`src/rtl/spi_pkg.sv`:
```
// Shared SPI front-end types and command byte constants used by the SPI slave and control stage.
package spi_pkg;

    localparam int unsigned BYTE_W    = 8;
    localparam int unsigned BIT_CNT_W = 3;

    typedef enum logic [1:0] {
        IDLE  = 2'd0,
        LOAD  = 2'd1,
        SHIFT = 2'd2
    } spi_state_t;

    localparam logic [BYTE_W-1:0] CONF_WR = 8'h2a;
    localparam logic [BYTE_W-1:0] INFO_RD = 8'h3a;
    localparam logic [BYTE_W-1:0] DATA_RD = 8'h3b;

endpackage

```
`src/rtl/spi_slave_pin_sync.sv`:
```
// Multi-stage synchroniser for a bundle of asynchronous pins; the low EDGE_W bits also get
// registered rise/fall strobes that line up with level_o.
module pin_sync #(
    parameter int unsigned             SYNC_STAGES = 2,
    parameter int unsigned             WIDTH       = 1,
    parameter int unsigned             EDGE_W      = 1,
    parameter logic [WIDTH-1:0]        RST_VAL     = '0
) (
    input  logic              clk_i,
    input  logic              rst_i,
    input  logic [WIDTH-1:0]  pin_i,
    output logic [WIDTH-1:0]  level_o,
    output logic [EDGE_W-1:0] rise_o,
    output logic [EDGE_W-1:0] fall_o
);

    logic [WIDTH-1:0]  sync_q [SYNC_STAGES];
    logic [WIDTH-1:0]  sync_d [SYNC_STAGES];
    logic [WIDTH-1:0]  dly_q, dly_d;
    logic [EDGE_W-1:0] rise_q, rise_d;
    logic [EDGE_W-1:0] fall_q, fall_d;

    // dly_q is one stage past the chain so edges and level describe the same sample
    always_comb begin
        sync_d[0] = pin_i;
        for (int unsigned i = 1; i < SYNC_STAGES; i++) begin
            sync_d[i] = sync_q[i-1];
        end
        dly_d  = sync_q[SYNC_STAGES-1];
        rise_d = sync_q[SYNC_STAGES-1][EDGE_W-1:0] & ~dly_q[EDGE_W-1:0];
        fall_d = ~sync_q[SYNC_STAGES-1][EDGE_W-1:0] & dly_q[EDGE_W-1:0];
    end

    always_ff @(posedge clk_i or posedge rst_i) begin
        if (rst_i) begin
            for (int unsigned i = 0; i < SYNC_STAGES; i++) begin
                sync_q[i] <= RST_VAL;
            end
            dly_q  <= RST_VAL;
            rise_q <= '0;
            fall_q <= '0;
        end else begin
            for (int unsigned i = 0; i < SYNC_STAGES; i++) begin
                sync_q[i] <= sync_d[i];
            end
            dly_q  <= dly_d;
            rise_q <= rise_d;
            fall_q <= fall_d;
        end
    end

    assign level_o = dly_q;
    assign rise_o  = rise_q;
    assign fall_o  = fall_q;

endmodule

```
`src/rtl/spi_slave.sv`:
```
// SPI mode-0 slave: oversampled pins, MOSI byte deserialiser with D/C capture.
// Define SPI_SLAVE_TX_EN to build the MISO readback serialiser.
module spi_slave
    import spi_pkg::*;
#(
    parameter int unsigned SYNC_STAGES = 2
) (
    input  logic              clk_i,
    input  logic              rst_i,
    input  logic              spi_sclk_i,
    input  logic              spi_cs_n_i,
    input  logic              spi_mosi_i,
    input  logic              spi_dc_i,
    output logic              spi_miso_o,
    output logic              byte_vld_o,
    output logic [BYTE_W-1:0] byte_data_o,
    output logic              dc_o,
    input  logic [BYTE_W-1:0] tx_data_i,
    output logic              tx_rd_o
);

    logic [3:0] pin_lvl;
    logic [1:0] pin_rise, pin_fall;
    logic       sclk_lvl, cs_n, mosi, dc;
    logic       sclk_rise, sclk_fall, cs_rise, cs_fall;

    // bit order {dc, mosi, cs_n, sclk}; only sclk and cs_n need edges
    pin_sync #(
        .SYNC_STAGES (SYNC_STAGES),
        .WIDTH       (4),
        .EDGE_W      (2),
        .RST_VAL     (4'b0010)
    ) u_pin_sync (
        .clk_i   (clk_i),
        .rst_i   (rst_i),
        .pin_i   ({spi_dc_i, spi_mosi_i, spi_cs_n_i, spi_sclk_i}),
        .level_o (pin_lvl),
        .rise_o  (pin_rise),
        .fall_o  (pin_fall)
    );

    assign {dc, mosi, cs_n, sclk_lvl} = pin_lvl;
    assign {cs_rise, sclk_rise}       = pin_rise;
    assign {cs_fall, sclk_fall}       = pin_fall;

    spi_state_t           state_q, state_d;
    logic [BIT_CNT_W-1:0] bit_cnt_q, bit_cnt_d;
    logic [BYTE_W-1:0]    rx_shift_q, rx_shift_d;
    logic                 byte_vld_q, byte_vld_d;
    logic [BYTE_W-1:0]    byte_data_q, byte_data_d;
    logic                 dc_q, dc_d;

    // cs_n high wins over everything, which also drops any partial byte
    always_comb begin
        state_d     = state_q;
        bit_cnt_d   = bit_cnt_q;
        rx_shift_d  = rx_shift_q;
        byte_vld_d  = 1'b0;
        byte_data_d = byte_data_q;
        dc_d        = dc_q;
        if (cs_n) begin
            state_d    = IDLE;
            bit_cnt_d  = '0;
            rx_shift_d = '0;
        end else begin
            case (state_q)
                IDLE:  if (cs_fall) state_d = LOAD;
                LOAD:  state_d = SHIFT;
                SHIFT: begin
                    if (sclk_rise) begin
                        rx_shift_d = {rx_shift_q[BYTE_W-2:0], mosi};
                        bit_cnt_d  = BIT_CNT_W'(bit_cnt_q + 1'b1);
                        if (bit_cnt_q == '1) begin
                            byte_vld_d  = 1'b1;
                            byte_data_d = {rx_shift_q[BYTE_W-2:0], mosi};
                            dc_d        = dc;
                        end
                    end
                end
                default: state_d = IDLE;
            endcase
        end
    end

    always_ff @(posedge clk_i or posedge rst_i) begin
        if (rst_i) begin
            state_q     <= IDLE;
            bit_cnt_q   <= '0;
            rx_shift_q  <= '0;
            byte_vld_q  <= 1'b0;
            byte_data_q <= '0;
            dc_q        <= 1'b0;
        end else begin
            state_q     <= state_d;
            bit_cnt_q   <= bit_cnt_d;
            rx_shift_q  <= rx_shift_d;
            byte_vld_q  <= byte_vld_d;
            byte_data_q <= byte_data_d;
            dc_q        <= dc_d;
        end
    end

    assign byte_vld_o  = byte_vld_q;
    assign byte_data_o = byte_data_q;
    assign dc_o        = dc_q;

`ifdef SPI_SLAVE_TX_EN
    logic [BYTE_W-1:0] tx_shift_q, tx_shift_d;
    logic              tx_rd_q, tx_rd_d;
    logic              miso_q, miso_d;
    logic              unused_sync;

    // tx_rd_o is high in the cycle tx_data_i is taken; the fall that closes a byte
    // (bit_cnt wrapped to 0) must not shift, or the fresh MSB would be lost
    always_comb begin
        tx_shift_d = tx_shift_q;
        tx_rd_d    = (state_d == LOAD) || byte_vld_d;
        if (tx_rd_q) begin
            tx_shift_d = tx_data_i;
        end else if (state_q == SHIFT && !cs_n && sclk_fall && bit_cnt_q != '0) begin
            tx_shift_d = {tx_shift_q[BYTE_W-2:0], 1'b0};
        end
        miso_d = (state_d != IDLE) && tx_shift_d[BYTE_W-1];
    end

    always_ff @(posedge clk_i or posedge rst_i) begin
        if (rst_i) begin
            tx_shift_q <= '0;
            tx_rd_q    <= 1'b0;
            miso_q     <= 1'b0;
        end else begin
            tx_shift_q <= tx_shift_d;
            tx_rd_q    <= tx_rd_d;
            miso_q     <= miso_d;
        end
    end

    assign spi_miso_o  = miso_q;
    assign tx_rd_o     = tx_rd_q;
    assign unused_sync = ^{sclk_lvl, cs_rise};
`else
    logic unused_sync;

    assign spi_miso_o  = 1'b0;
    assign tx_rd_o     = 1'b0;
    assign unused_sync = ^{sclk_lvl, cs_rise, sclk_fall, tx_data_i};
`endif

endmodule

```
`config.mk`:
```
export PLATFORM = sky130hd
export DESIGN_NAME = spi_slave
export DESIGN_NICKNAME = d
export VERILOG_FILES = /design/src/rtl/spi_pkg.sv /design/src/rtl/spi_slave_pin_sync.sv /design/src/rtl/spi_slave.sv
export SDC_FILE = /design/constraint.sdc
export NUM_CORES = 1
export LEC_CHECK = 0
export BUFFER_PORTS_ARGS = -buffer_cell sky130_fd_sc_hd__buf_2
export CAP_MARGIN = 10
export CELL_PAD_IN_SITES_DETAIL_PLACEMENT = 1
export CELL_PAD_IN_SITES_GLOBAL_PLACEMENT = 2
export CORE_UTILIZATION = 37
export CTS_CLUSTER_DIAMETER = 120
export DETAILED_ROUTE_END_ITERATION = 16
export GPL_TIMING_DRIVEN = 0
export PLACE_DENSITY = 0.82
export SLEW_MARGIN = 20
export SYNTH_ARGS = -nofsm -noshare
export SYNTH_HDL_FRONTEND = slang
export SYNTH_HIERARCHICAL = 1
export SYNTH_SLANG_ARGS = --single-unit
export TNS_END_PERCENT = 100
```
`constraint.sdc`:
```
create_clock -name clk_i -period 1.5 [get_ports clk_i]
set_input_delay 0.075 -clock clk_i [delete_from_list [all_inputs] [get_ports clk_i]]
set_output_delay 0.075 -clock clk_i [all_outputs]
set_load 0.03 [all_outputs]
```
# After elaboration in Yosys (flattened, before gate mapping)
# Index checks and enable logic that the tools add are counted.
# Widths: inputs -> output; s select.
[op_classes]
add_sub_neg = 1
n_bitwise = 5
eq_ne = 5
n_mux = 13
n_reduce_logical = 6
[op_table]
columns = ["op", "count"]
rows = [
  ["$mux 7", 3],
  ["$mux 3", 3],
  ["$pmux 2 s3", 1],
  ["$mux 1", 4],
  ["$mux 2", 2],
  ["$reduce_and 2->1", 2],
  ["$reduce_and 4->1", 1],
  ["$reduce_bool 2->1", 2],
  ["$add 3x1->3 const B", 1],
  ["$eq 3x3->1 const B", 1],
  ["$ne 3x1->1 const B", 1],
  ["$and 2x2->2", 1],
  ["$eq 2x1->1 const B", 1],
  ["$eq 2x2->1 const B", 1],
  ["$logic_not 2->1", 1],
  ["$ne 2x1->1 const B", 1],
  ["$not 1->1", 2],
  ["$not 2->2", 1],
  ["$and 1x1->1", 1],
]
[totals]
output_inout_bits = 12
input_bits = 14
register_bits = 37
word_cells = 41

# Longest topological paths before layout
# Gate-level depths: netlist of run 1.
[depth]
ltp_word = 5
mapped_depth = 4
depth_no_buf = 4

# Cells and area by module
# Netlist of run 1, hierarchy kept.
[by_module_without_submodules]
columns = ["mod", "seq_area_each_um2", "cells_each", "area_each_um2", "n_inst"]
rows = [
  ["spi_slave", 550.5, 66, 907.1, 1],
  ["pin_sync", 404.1, 21, 442.9, 1],
]

# Least setup slack after synthesis of run 1
# No wires, ideal clock.
[synth_path]
path_type = "reg2reg"
startpoint = "register bit_cnt_q[0]"
endpoint = "register byte_data_q[0] (netlist: byte_data_o[0])"
required_time_ns = 1.375
arrival_ns = 1.258
stages_incl_launch_ff = 5
path_buffers = 0
setup_slack_ns = 0.117
synth_period_minus_slack_ns = 1.383
setup_ns = 0.125
path_cell_list = "dfrtp_1 ha_1 ha_1 nand4_4 mux2_2"
[synth_via]
elab_chain_cells = 2
[synth_lines]
columns = ["element", "line", "rtl"]
rows = [
  ["from (decl)", "spi_slave.sv:47", "logic [BIT_CNT_W-1:0] bit_cnt_q, bit_cnt_d;"],
  ["from (signal assigned)", "spi_slave.sv:95", "bit_cnt_q <= bit_cnt_d;"],
  ["$eq 3x3->1", "spi_slave.sv:73", "if (bit_cnt_q == '1) begin"],
  ["$reduce_and 4->1 (no line)", "-", ""],
  ["to (signal assigned)", "spi_slave.sv:98", "byte_data_q <= byte_data_d;"],
  ["to (decl)", "spi_slave.sv:50", "logic [BYTE_W-1:0] byte_data_q, byte_data_d;"],
]
# Every way passes these cells.
# A chain may end at the register's enable or synchronous reset.

# Worst setup path in the final report of run 1
[layout_path]
startpoint = "register bit_cnt_q[0]"
endpoint = "register dc_q (netlist: dc_o)"
[layout_via]
elab_chain_cells = 2
[layout_lines]
columns = ["element", "line", "rtl"]
rows = [
  ["$eq 3x3->1", "spi_slave.sv:73", ""],
  ["$reduce_and 4->1 (no line)", "-", ""],
  ["to (signal assigned)", "spi_slave.sv:92", "dc_q <= 1'b0;"],
  ["to (signal assigned)", "spi_slave.sv:99", "dc_q <= dc_d;"],
  ["to (decl)", "spi_slave.sv:51", "logic dc_q, dc_d;"],
]
# Every way passes these cells.

==> results of run 1 <==
through the flow:
step           setup slack (ps)  total power [uW]  hold WS (ps)   util  instance area [um^2]
3_3_place_gp               34.2              1080           121  0.425                  1420
5_1_grt                    9.73              1680           349  0.465                  1550
4_1_cts                    10.1              1620           310  0.458                  1530
2_1_floorplan               117              1070         -37.9      -                  1290
3_5_place_dp               16.6              1090           134  0.425                  1420
6_report                   71.6              1600           308  0.465                  1550
worst max-delay path by stage:
stage | slack [ps] | cells after the start | end
after global placement | 30 | 4 | byte_data_o[2]$_DFFE_PP0P_
after CTS | 10 | 4 | dc_o$_DFFE_PP0P_
after global routing | 10 | 4 | dc_o$_DFFE_PP0P_
after detailed placement | 20 | 4 | dc_o$_DFFE_PP0P_
after floorplan | 120 | 4 | byte_data_o[0]$_DFFE_PP0P_
final | 70 | 4 | dc_o$_DFFE_PP0P_
state kept, by name, indices dropped and copies added, names as in the netlist:
name	cells
bit_cnt_q	3
byte_data_o	8
u_pin_sync/rise_o	1
u_pin_sync/fall_o	1
byte_vld_o	1
u_pin_sync/level_o	4
state_q	2
dc_o	1
rx_shift_q	7
u_pin_sync/dly_d	4
u_pin_sync/sync_d	4
worst max-delay path: stages, from the launching register on:
cell and delay [ps]:
dfrtp_1 400, ha_1 210, ha_2 210, nand4_4 150
mux2_2 360
cell usage in the layout (no fill, tap or decap):
cell type,count
buf_4,3
nand4_4,2
xnor2_1,1
nor4b_1,1
ha_2,1
ha_1,1
dlygate4sd3_1,5
and2b_2,2
nand3b_1,1
nor2_2,1
mux2_2,9
xor2_1,1
dfstp_2,3
inv_1,3
clkbuf_4,5
nor2_1,11
clkbuf_1,3
conb_1,2
mux2i_1,9
clkbuf_8,1
dfrtp_1,33
buf_2,15
power breakdown:
group	total [uW]	switching (uW)	internal, uW
sequential	1010	16.3	996
clock	520	289	231
combinational	68.1	40.8	27.4
total	1600	346	1250
layout make-up:
type / count / share of cell area
buffer: 4 / 0.0169
clock buffer: 8 / 0.0379
inverter: 3 / 0.00726
multi-input combinational: 42 / 0.237
sequential: 36 / 0.583
tap: 46 / 0.0371
timing repair buffer: 20 / 0.0806
per-layer routing:
layer | up-vias | routed length (um) | GRT usage
met1 | 369 | 829 | 0.133
met3 | 2 | 101 | 0.0704
met2 | 19 | 1150 | 0.256
li1 | 328 | - | -
met5 | - | 0 | 0
met4 | 0 | 7 | 0.0487
timing repair:
action                                  in CTS  in global routing
hold endpoints to repair                    37                  0
hold buffers                                 5                  0
resized for setup                            0                  2
endpoints found under the setup margin       0                  9
buffers inserted                             0                  0
==> run_results.csv, run 1 <==
group,metric,value,unit
place,gp_congestion,0.614,
critical_path,end_kind,"flip-flop",
min_path,hp-class,"input pin to asynchronous set/reset pin",
timing,tns,0,ps
clocking,clockBufferDepth,2,
timing,slew_headroom,0.452,
timing,period_needed,1430,ps
power,power_density,1030,nW/um^2
drt,drt_pass1_iterations,4,
timing,setup_viol,0,
finish,nNetsFinal,128,
synth,yosysWarnings,6,
critical_path,r2r_cells,4,
drt,routedWlPerCell,13.1,um
die,io_pins,26,
global_route,antenna_found_initial,0,
finish,layout-drive-gt1-share,0.372,
critical_path,startpoint_type,"flip-flop",
global_route,grt_pass1_wl,3480,um
synth,synth.cell_area,1280,um^2
critical_path,worstReg2RegStart,"bit_cnt_q[0]$_DFFE_PP0P_",
drt,routed_wl,2080,um
timing,tightest_slew,822,ps
timing,finalMaxSlewViolations,0,
die,chipWidth,60.9,um
global_route,grt_pass1_vias,808,
finish,n_antenna_cell,0,
critical_path,cp.arrival,1640,ps
clocking,cts_root_buf,"clkbuf_4",
clocking,insertion_delay,330,ps
place,dp_hpwl,1280,um
timing,fin_crit_sh,0.952,
die,die_h,60.9,um
finish,multi_input_area,368,um^2
clocking,clk_pin_slew_worst_paths,90,ps
job,maxCapViolations,0,
drt,drc,0,
status,status,"finished, final reports clean",
die,initial_utilization,0.384,
critical_path,timing.rr.end,"dc_o$_DFFE_PP0P_",
clocking,cts.htree.levels,2,
clocking,clkSinkCount,36,
critical_path,ff2ff_setup_slack,70,ps
place,portBuffers,15,
clocking,cts_tree,"done",
drt,viasPerCell,4.52,
global_route,grt-ovfl-total,0,
critical_path,startpoint,"bit_cnt_q[0]$_DFFE_PP0P_",
finish,nFillCells,359,
synth,syn_inst,83,
critical_path,critPathKind,"flip-flop to flip-flop",
power,ir_drop,0.551,mV
timing,rsz0062_at_grt,"no",
power,p_leak,0.000865,uW
global_route,track_usage,0.139,
drt,via_count,718,
timing,final-hold-violation-count,0,
finish,stdcell_count,159,
finish,area_growth,21.0,%
finish,register_area,905,um^2
global_route,grt_max_degree,23,
drt,drtIter0Drc,15,
die,core.rowCount,21,
synth,syn_area_per_cell,15.5,um^2
die,core,3340,um^2
die,dieArea,3710,um^2
drt,detail-route-antenna-nets,0,
timing,fin_skew,14.5,ps
clocking,cts_buffers,5,
timing,timing.fmax,0.700,GHz
critical_path,worstPathRequired,1710,ps
place,dp_cells,145,
critical_path,crit_fanout,5,
Note: power is estimated with default switching activity, not from simulation.
==> run 2, diff against run 1 <==
Settings changed: CORE_ASPECT_RATIO from default to 1.25, CTS_BUF_LIST from default to sky130_fd_sc_hd__clkbuf_16.
==> run 2 against run 1 <==
Die area is essentially flat. Register-to-register slack is essentially flat. Routed wire length shrank 7.1%. Sequential power is essentially flat. Total power grew 39%. Maximum frequency shrank 0.55%. Cell count shrank 6.3%. Non-clock buffer count is the same. Sequential share of layout area shrank 2.7 points. First-iteration DRC count shrank 47%. Global-route usage grew 0.28 points. Critical path depth is the same. Highest routed layer unchanged.
==> run_results.csv, run 2 (synthesis gave the netlist of run 1 again) <==
group,metric,value,unit
critical_path,crit_fanout,10,
finish,final_common_cell,"dfrtp_1",
finish,n_antenna_cell,0,
power,clkPwrFrac,0.515,
clocking,cts_root_buf,"clkbuf_16",
power,power.internal,1800,uW
drt,drtIter0Drc,8,
power,power_density,1370,nW/um^2
timing,tns,0,ps
critical_path,worstPathRequired,1660,ps
status,status,"finished, final reports clean",
global_route,track_usage,0.142,
critical_path,critPathKind,"flip-flop to flip-flop",
place,portBuffers,15,
die,io_pins,26,
clocking,clkSinkCount,36,
clocking,insertion_delay,280,ps
timing,fin_skew,3.52,ps
critical_path,startpoint,"bit_cnt_q[0]$_DFFE_PP0P_",
clocking,cts_setup_buffers,0,
timing,fin_crit_sh,0.958,
die,core.rowCount,23,
finish,final_util,0.501,
die,die_h,67.8,um
power,p_sw_frac,0.189,
finish,layout_common_cells,"dfrtp_1, buf_2, nor2_1",
die,dieArea,3710,um^2
finish,stdcell_count,149,
job,maxCapViolations,0,
timing,setup_viol,0,
place,dp_hpwl,1300,um
place,gp_congestion,0.643,
clocking,cts_buffers,5,
critical_path,end_kind,"flip-flop",
power,seqPwrFrac,0.455,
timing,timing.fmax,0.696,GHz
die,initial_utilization,0.394,
timing,rsz0062_at_grt,"no",
critical_path,startpoint_type,"flip-flop",
clocking,clk_pin_slew_worst_paths,50,ps
finish,area_growth,26.9,%
critical_path,cp.arrival,1600,ps
timing,slew_headroom,0.453,
drt,drc,0,
critical_path,worstSetupEndpoint,"byte_data_o[6]$_DFFE_PP0P_",
drt,detail-route-antenna-nets,0,
timing,tightest_slew,819,ps
clocking,cts.htree.levels,2,
timing,finalMaxSlewViolations,0,
global_route,grt-ovfl-total,0,
clocking,cts_tree,"done",
global_route,antenna_found_initial,0,
min_path,hp-class,"flip-flop to flip-flop",
timing,final-hold-violation-count,0,
power,power_frac_comb,0.030,
finish,nNetsFinal,127,
finish,largest_reg_flops,8,
finish,layout-drive-gt1-share,0.384,
clocking,clockBufferDepth,2,
drt,via_count,706,
power,p_leak,0.000901,uW
drt,drt_pass1_iterations,2,
drt,viasPerCell,4.74,
die,core,3250,um^2
critical_path,timing.rr.end,"byte_data_o[6]$_DFFE_PP0P_",
drt,routedWlPerCell,13.0,um
die,chipWidth,54.7,um
critical_path,ff2ff_setup_slack,60,ps
power,p_sw,420,uW
power,ir_drop,0.957,mV
critical_path,r2r_cells,4,
global_route,grt_max_degree,23,
place,dp_cells,136,
global_route,grt_pass1_vias,780,
timing,period_needed,1440,ps
timing,holdWs,346,ps
critical_path,worstReg2RegStart,"bit_cnt_q[0]$_DFFE_PP0P_",
drt,routed_wl,1940,um
global_route,grt_pass1_wl,3450,um
-- run 2: cell count changes in the layout (fill, tap and decap cells not counted) --
cell	before	now
clkbuf_4	5	0
bufinv_16	0	1
nand4_4	2	1
clkbuf_16	0	5
clkbuf_1	3	1
clkinvlp_4	0	1
clkbuf_8	1	0
clkinv_2	0	1
-- run 2: how the worst min path moves through the flow --
stage          cells past startpoint                           start  slack (ps)                         endpoint
5_1_grt                            0  u_pin_sync/sync_d[2]$_DFF_PP0_         350    u_pin_sync/dly_d[2]$_DFF_PP0_
4_1_cts                            0   u_pin_sync/dly_d[2]$_DFF_PP0_         350  u_pin_sync/level_o[2]$_DFF_PP0_
2_1_floorplan                      1                           rst_i         -40    u_pin_sync/dly_d[0]$_DFF_PP0_
6_report                           0  u_pin_sync/sync_d[2]$_DFF_PP0_         350    u_pin_sync/dly_d[2]$_DFF_PP0_
3_3_place_gp                       2                           rst_i         120  u_pin_sync/level_o[3]$_DFF_PP0_
3_5_place_dp                       2                           rst_i         140    u_pin_sync/dly_d[2]$_DFF_PP0_
-- run 2: timing repair --
item / 4_1_cts / 5_1_grt
hold endpoints to repair: 17 / 0
gates resized for setup: 1 / 0
endpoints found under the setup margin: 1 / 0
hold buffers: 5 / 0
-- run 2: power groups by stage --
stage,clock network (uW),logic (uW),registers [uW]
final,1150,66.0,1010
after floorplan,0,43.2,1020
after global placement,0,56.7,1030
after global routing,1240,75.4,1010
after detailed placement,0,58.3,1030
after CTS,1190,68.0,1010
-- run 2: critical path: stages (launching register included) --
cell and delay (ps):
dfrtp_1 390, ha_1 200, ha_2 190, nand4_4 190
mux2_2 360
-- run 2: final cells by class --
cell class                 instances  area (um^2)
timing repair buffer              20          125
buffer                             4         26.3
clock inverter                     3         42.5
multi-input combinational         41          347
clock buffer                       5          125
fill                             326         1620
inverter                           3         11.3
tap                               37         46.3
sequential                        36          905
-- run 2: routing by layer --
| metal | wire length (um) | vias up | track usage |
|---|---|---|---|
| li1 | - | 323 | - |
| met4 | 30 | 0 | 0.0769 |
| met2 | 1050 | 20 | 0.235 |
| met3 | 84 | 7 | 0.0733 |
| met5 | 0 | - | 0 |
| met1 | 773 | 356 | 0.139 |
-- run 2: per-stage QoR --
stage | power [uW] | area, um^2 | worst slack, ps
after floorplan | 1070 | 1290 | 117
after global placement | 1080 | 1410 | 32.2
after detailed placement | 1090 | 1410 | 2.70
after CTS | 2270 | 1630 | 36.2
after global routing | 2330 | 1630 | 23.9
final | 2220 | 1630 | 63.7
==> run 3, diff against run 2 <==
Settings changed: ABC_AREA from default to 1, CORE_UTILIZATION 37 to 34, PLACE_DENSITY 0.82 to 0.83.
==> run 3 against run 2 <==
Critical path depth grew 3. Clock skew is essentially flat. Cell count up 42%. Maximum frequency increased by 8.3%. Largest power group unchanged.
==> run_results.csv, run 3 <==
group,metric,value,unit
synth,syn_area_per_cell,10.5,um^2
power,power_frac_comb,0.033,
power,power_density,1310,nW/um^2
place,place_ws,106,ps
finish,layout_common_cells,"nand2_1, dfrtp_1, nand3_1",
finish,layout-drive-gt1-share,0.229,
timing,fin_crit_sh,0.884,
finish,nFillCells,408,
die,die_h,72.1,um
critical_path,path_delay_family,"flip-flops",
finish,area_growth,27.5,%
critical_path,cp_slowest_cell,"dfrtp_1",
finish,n_antenna_cell,0,
timing,worst_slack,174,ps
finish,multi_input_area,357,um^2
drt,viasPerCell,4.38,
die,dieArea,4190,um^2
drt,drt_pass1_iterations,4,
place,dp_cells,197,
finish,stdcell_count,211,
die,chipWidth,58.1,um
power,p_sw_frac,0.194,
global_route,antenna_found_initial,0,
finish,register_area,905,um^2
status,status,"finished, final reports clean",
timing,fin_skew,3.36,ps
finish,nNetsFinal,172,
critical_path,critPathKind,"flip-flop to flip-flop",
synth,synth.cell_area,1340,um^2
critical_path,startpoint,"bit_cnt_q[0]$_DFFE_PP0P_",
drt,via_count,924,
place,dp_hpwl,1760,um
critical_path,worstReg2RegStart,"bit_cnt_q[0]$_DFFE_PP0P_",
power,clkPwrFrac,0.513,
synth,syn_inst,127,
synth,yosysWarnings,6,
clocking,clockBufferDepth,2,
die,initial_utilization,0.353,
drt,drtIter0Drc,26,
global_route,grt_pass1_wl,4300,um
min_path,hp-class,"flip-flop to flip-flop",
global_route,grt_pass1_vias,948,
timing,period_needed,1330,ps
critical_path,ff2ff_setup_slack,170,ps
timing,timing.fmax,0.754,GHz
clocking,cts.htree.levels,2,
timing,tightest_slew,842,ps
die,core.rowCount,25,
job,maxCapViolations,0,
power,power.internal,1800,uW
critical_path,cp.depth,7,
clocking,cts_root_buf,"clkbuf_16",
die,io_pins,26,
timing,setup_viol,0,
clocking,cts_buffers,5,
clocking,clkSinkCount,36,
drt,routed_wl,2480,um
clocking,insertion_delay,280,ps
global_route,grt-ovfl-total,0,
drt,detail-route-antenna-nets,0,
critical_path,path_buf_inv,2,
place,gp_congestion,0.733,
drt,drc,0,
timing,rsz0062_at_grt,"no",
critical_path,startpoint_type,"flip-flop",
critical_path,cp.arrival,1490,ps
global_route,track_usage,0.145,
critical_path,r2r_cells,7,
critical_path,crit_fanout,8,
timing,final-hold-violation-count,0,
critical_path,worstPathRequired,1670,ps
die,core,3780,um^2
finish,largest_reg_flops,8,
critical_path,worstSetupEndpoint,"byte_data_o[4]$_DFFE_PP0P_",
critical_path,crit_top_cell,"ha_1",
power,power,2230,uW
timing,finalMaxSlewViolations,0,
clocking,clk_pin_slew_worst_paths,50,ps
critical_path,crit_chain,"ha_1 -> ha_1 -> inv_1 -> nor2_4 -> buf_4 -> nand3_1 -> nand2_1",
place,portBuffers,15,
power,seqPwrFrac,0.454,
critical_path,end_kind,"flip-flop",
timing,slew_headroom,0.438,
critical_path,timing.rr.end,"byte_data_o[4]$_DFFE_PP0P_",
power,p_sw,433,uW
timing,tns,0,ps
global_route,grt_max_degree,23,
critical_path,max_stage_delay,400,ps
drt,routedWlPerCell,11.7,um
clocking,cts_tree,"done",
power,ir_drop,0.663,mV
power,p_leak,0.000927,uW
## run 3: through the flow
stage	util	hold WS [ps]	instance area (um^2)
finish	0.451	349	1710
global route	0.451	357	1710
CTS	0.449	352	1700
detailed placement	0.392	140	1480
global placement	0.392	120	1480
floorplan	-	-37.9	1340
## run 3: cell type report
class / count / area share
Sequential cell: 36 / 0.530
Buffer: 5 / 0.0227
Multi-Input combinational cell: 76 / 0.209
Clock inverter: 3 / 0.0227
Inverter: 11 / 0.0242
Tap cell: 54 / 0.0396
Timing Repair Buffer: 21 / 0.0778
Clock buffer: 5 / 0.0734
## run 3: how the worst min path moves through the flow
stage,from,to,slack (ps),cells past startpoint
2_1_floorplan,rst_i,u_pin_sync/dly_d[0]$_DFF_PP0_,-40,1
6_report,u_pin_sync/sync_d[3]$_DFF_PP0_,u_pin_sync/dly_d[3]$_DFF_PP0_,350,0
5_1_grt,u_pin_sync/dly_d[3]$_DFF_PP0_,u_pin_sync/level_o[3]$_DFF_PP0_,360,0
4_1_cts,u_pin_sync/dly_d[2]$_DFF_PP0_,u_pin_sync/level_o[2]$_DFF_PP0_,350,0
3_3_place_gp,rst_i,u_pin_sync/level_o[2]$_DFF_PP0_,120,2
3_5_place_dp,rst_i,u_pin_sync/level_o[2]$_DFF_PP0_,140,2
## run 3: layer usage
metal	track usage	vias to the layer above	part of all wire	wire length (um)
met1	0.153	451	0.40	982
li1	-	450	-	-
met2	0.240	17	0.53	1320
met5	0	-	0	0
met3	0.0588	6	0.038	94
met4	0.0873	0	0.030	75
## run 3: worst register-to-register path: stages (launching register included)
cell	delay, ps
dfrtp_1	400
ha_1	210
ha_1	170
inv_1	100
nor2_4	60
buf_4	150
nand3_1	80
nand2_1	60
## run 3: timing repair
action,in CTS,in global routing
gates resized for setup,0,0
endpoints found under the hold margin,15,0
endpoints found under the setup margin,0,2
hold buffers,5,0
buffers inserted,0,1
## run 3: power by group through the flow
| stage | Combinational (uW) | Sequential [uW] | Clock, uW |
|---|---|---|---|
| floorplan | 47.0 | 1030 | 0 |
| global placement | 61.9 | 1030 | 0 |
| detailed placement | 65.9 | 1030 | 0 |
| CTS | 75.9 | 1010 | 1170 |
| global route | 84.1 | 1020 | 1210 |
| finish | 73.7 | 1010 | 1140 |
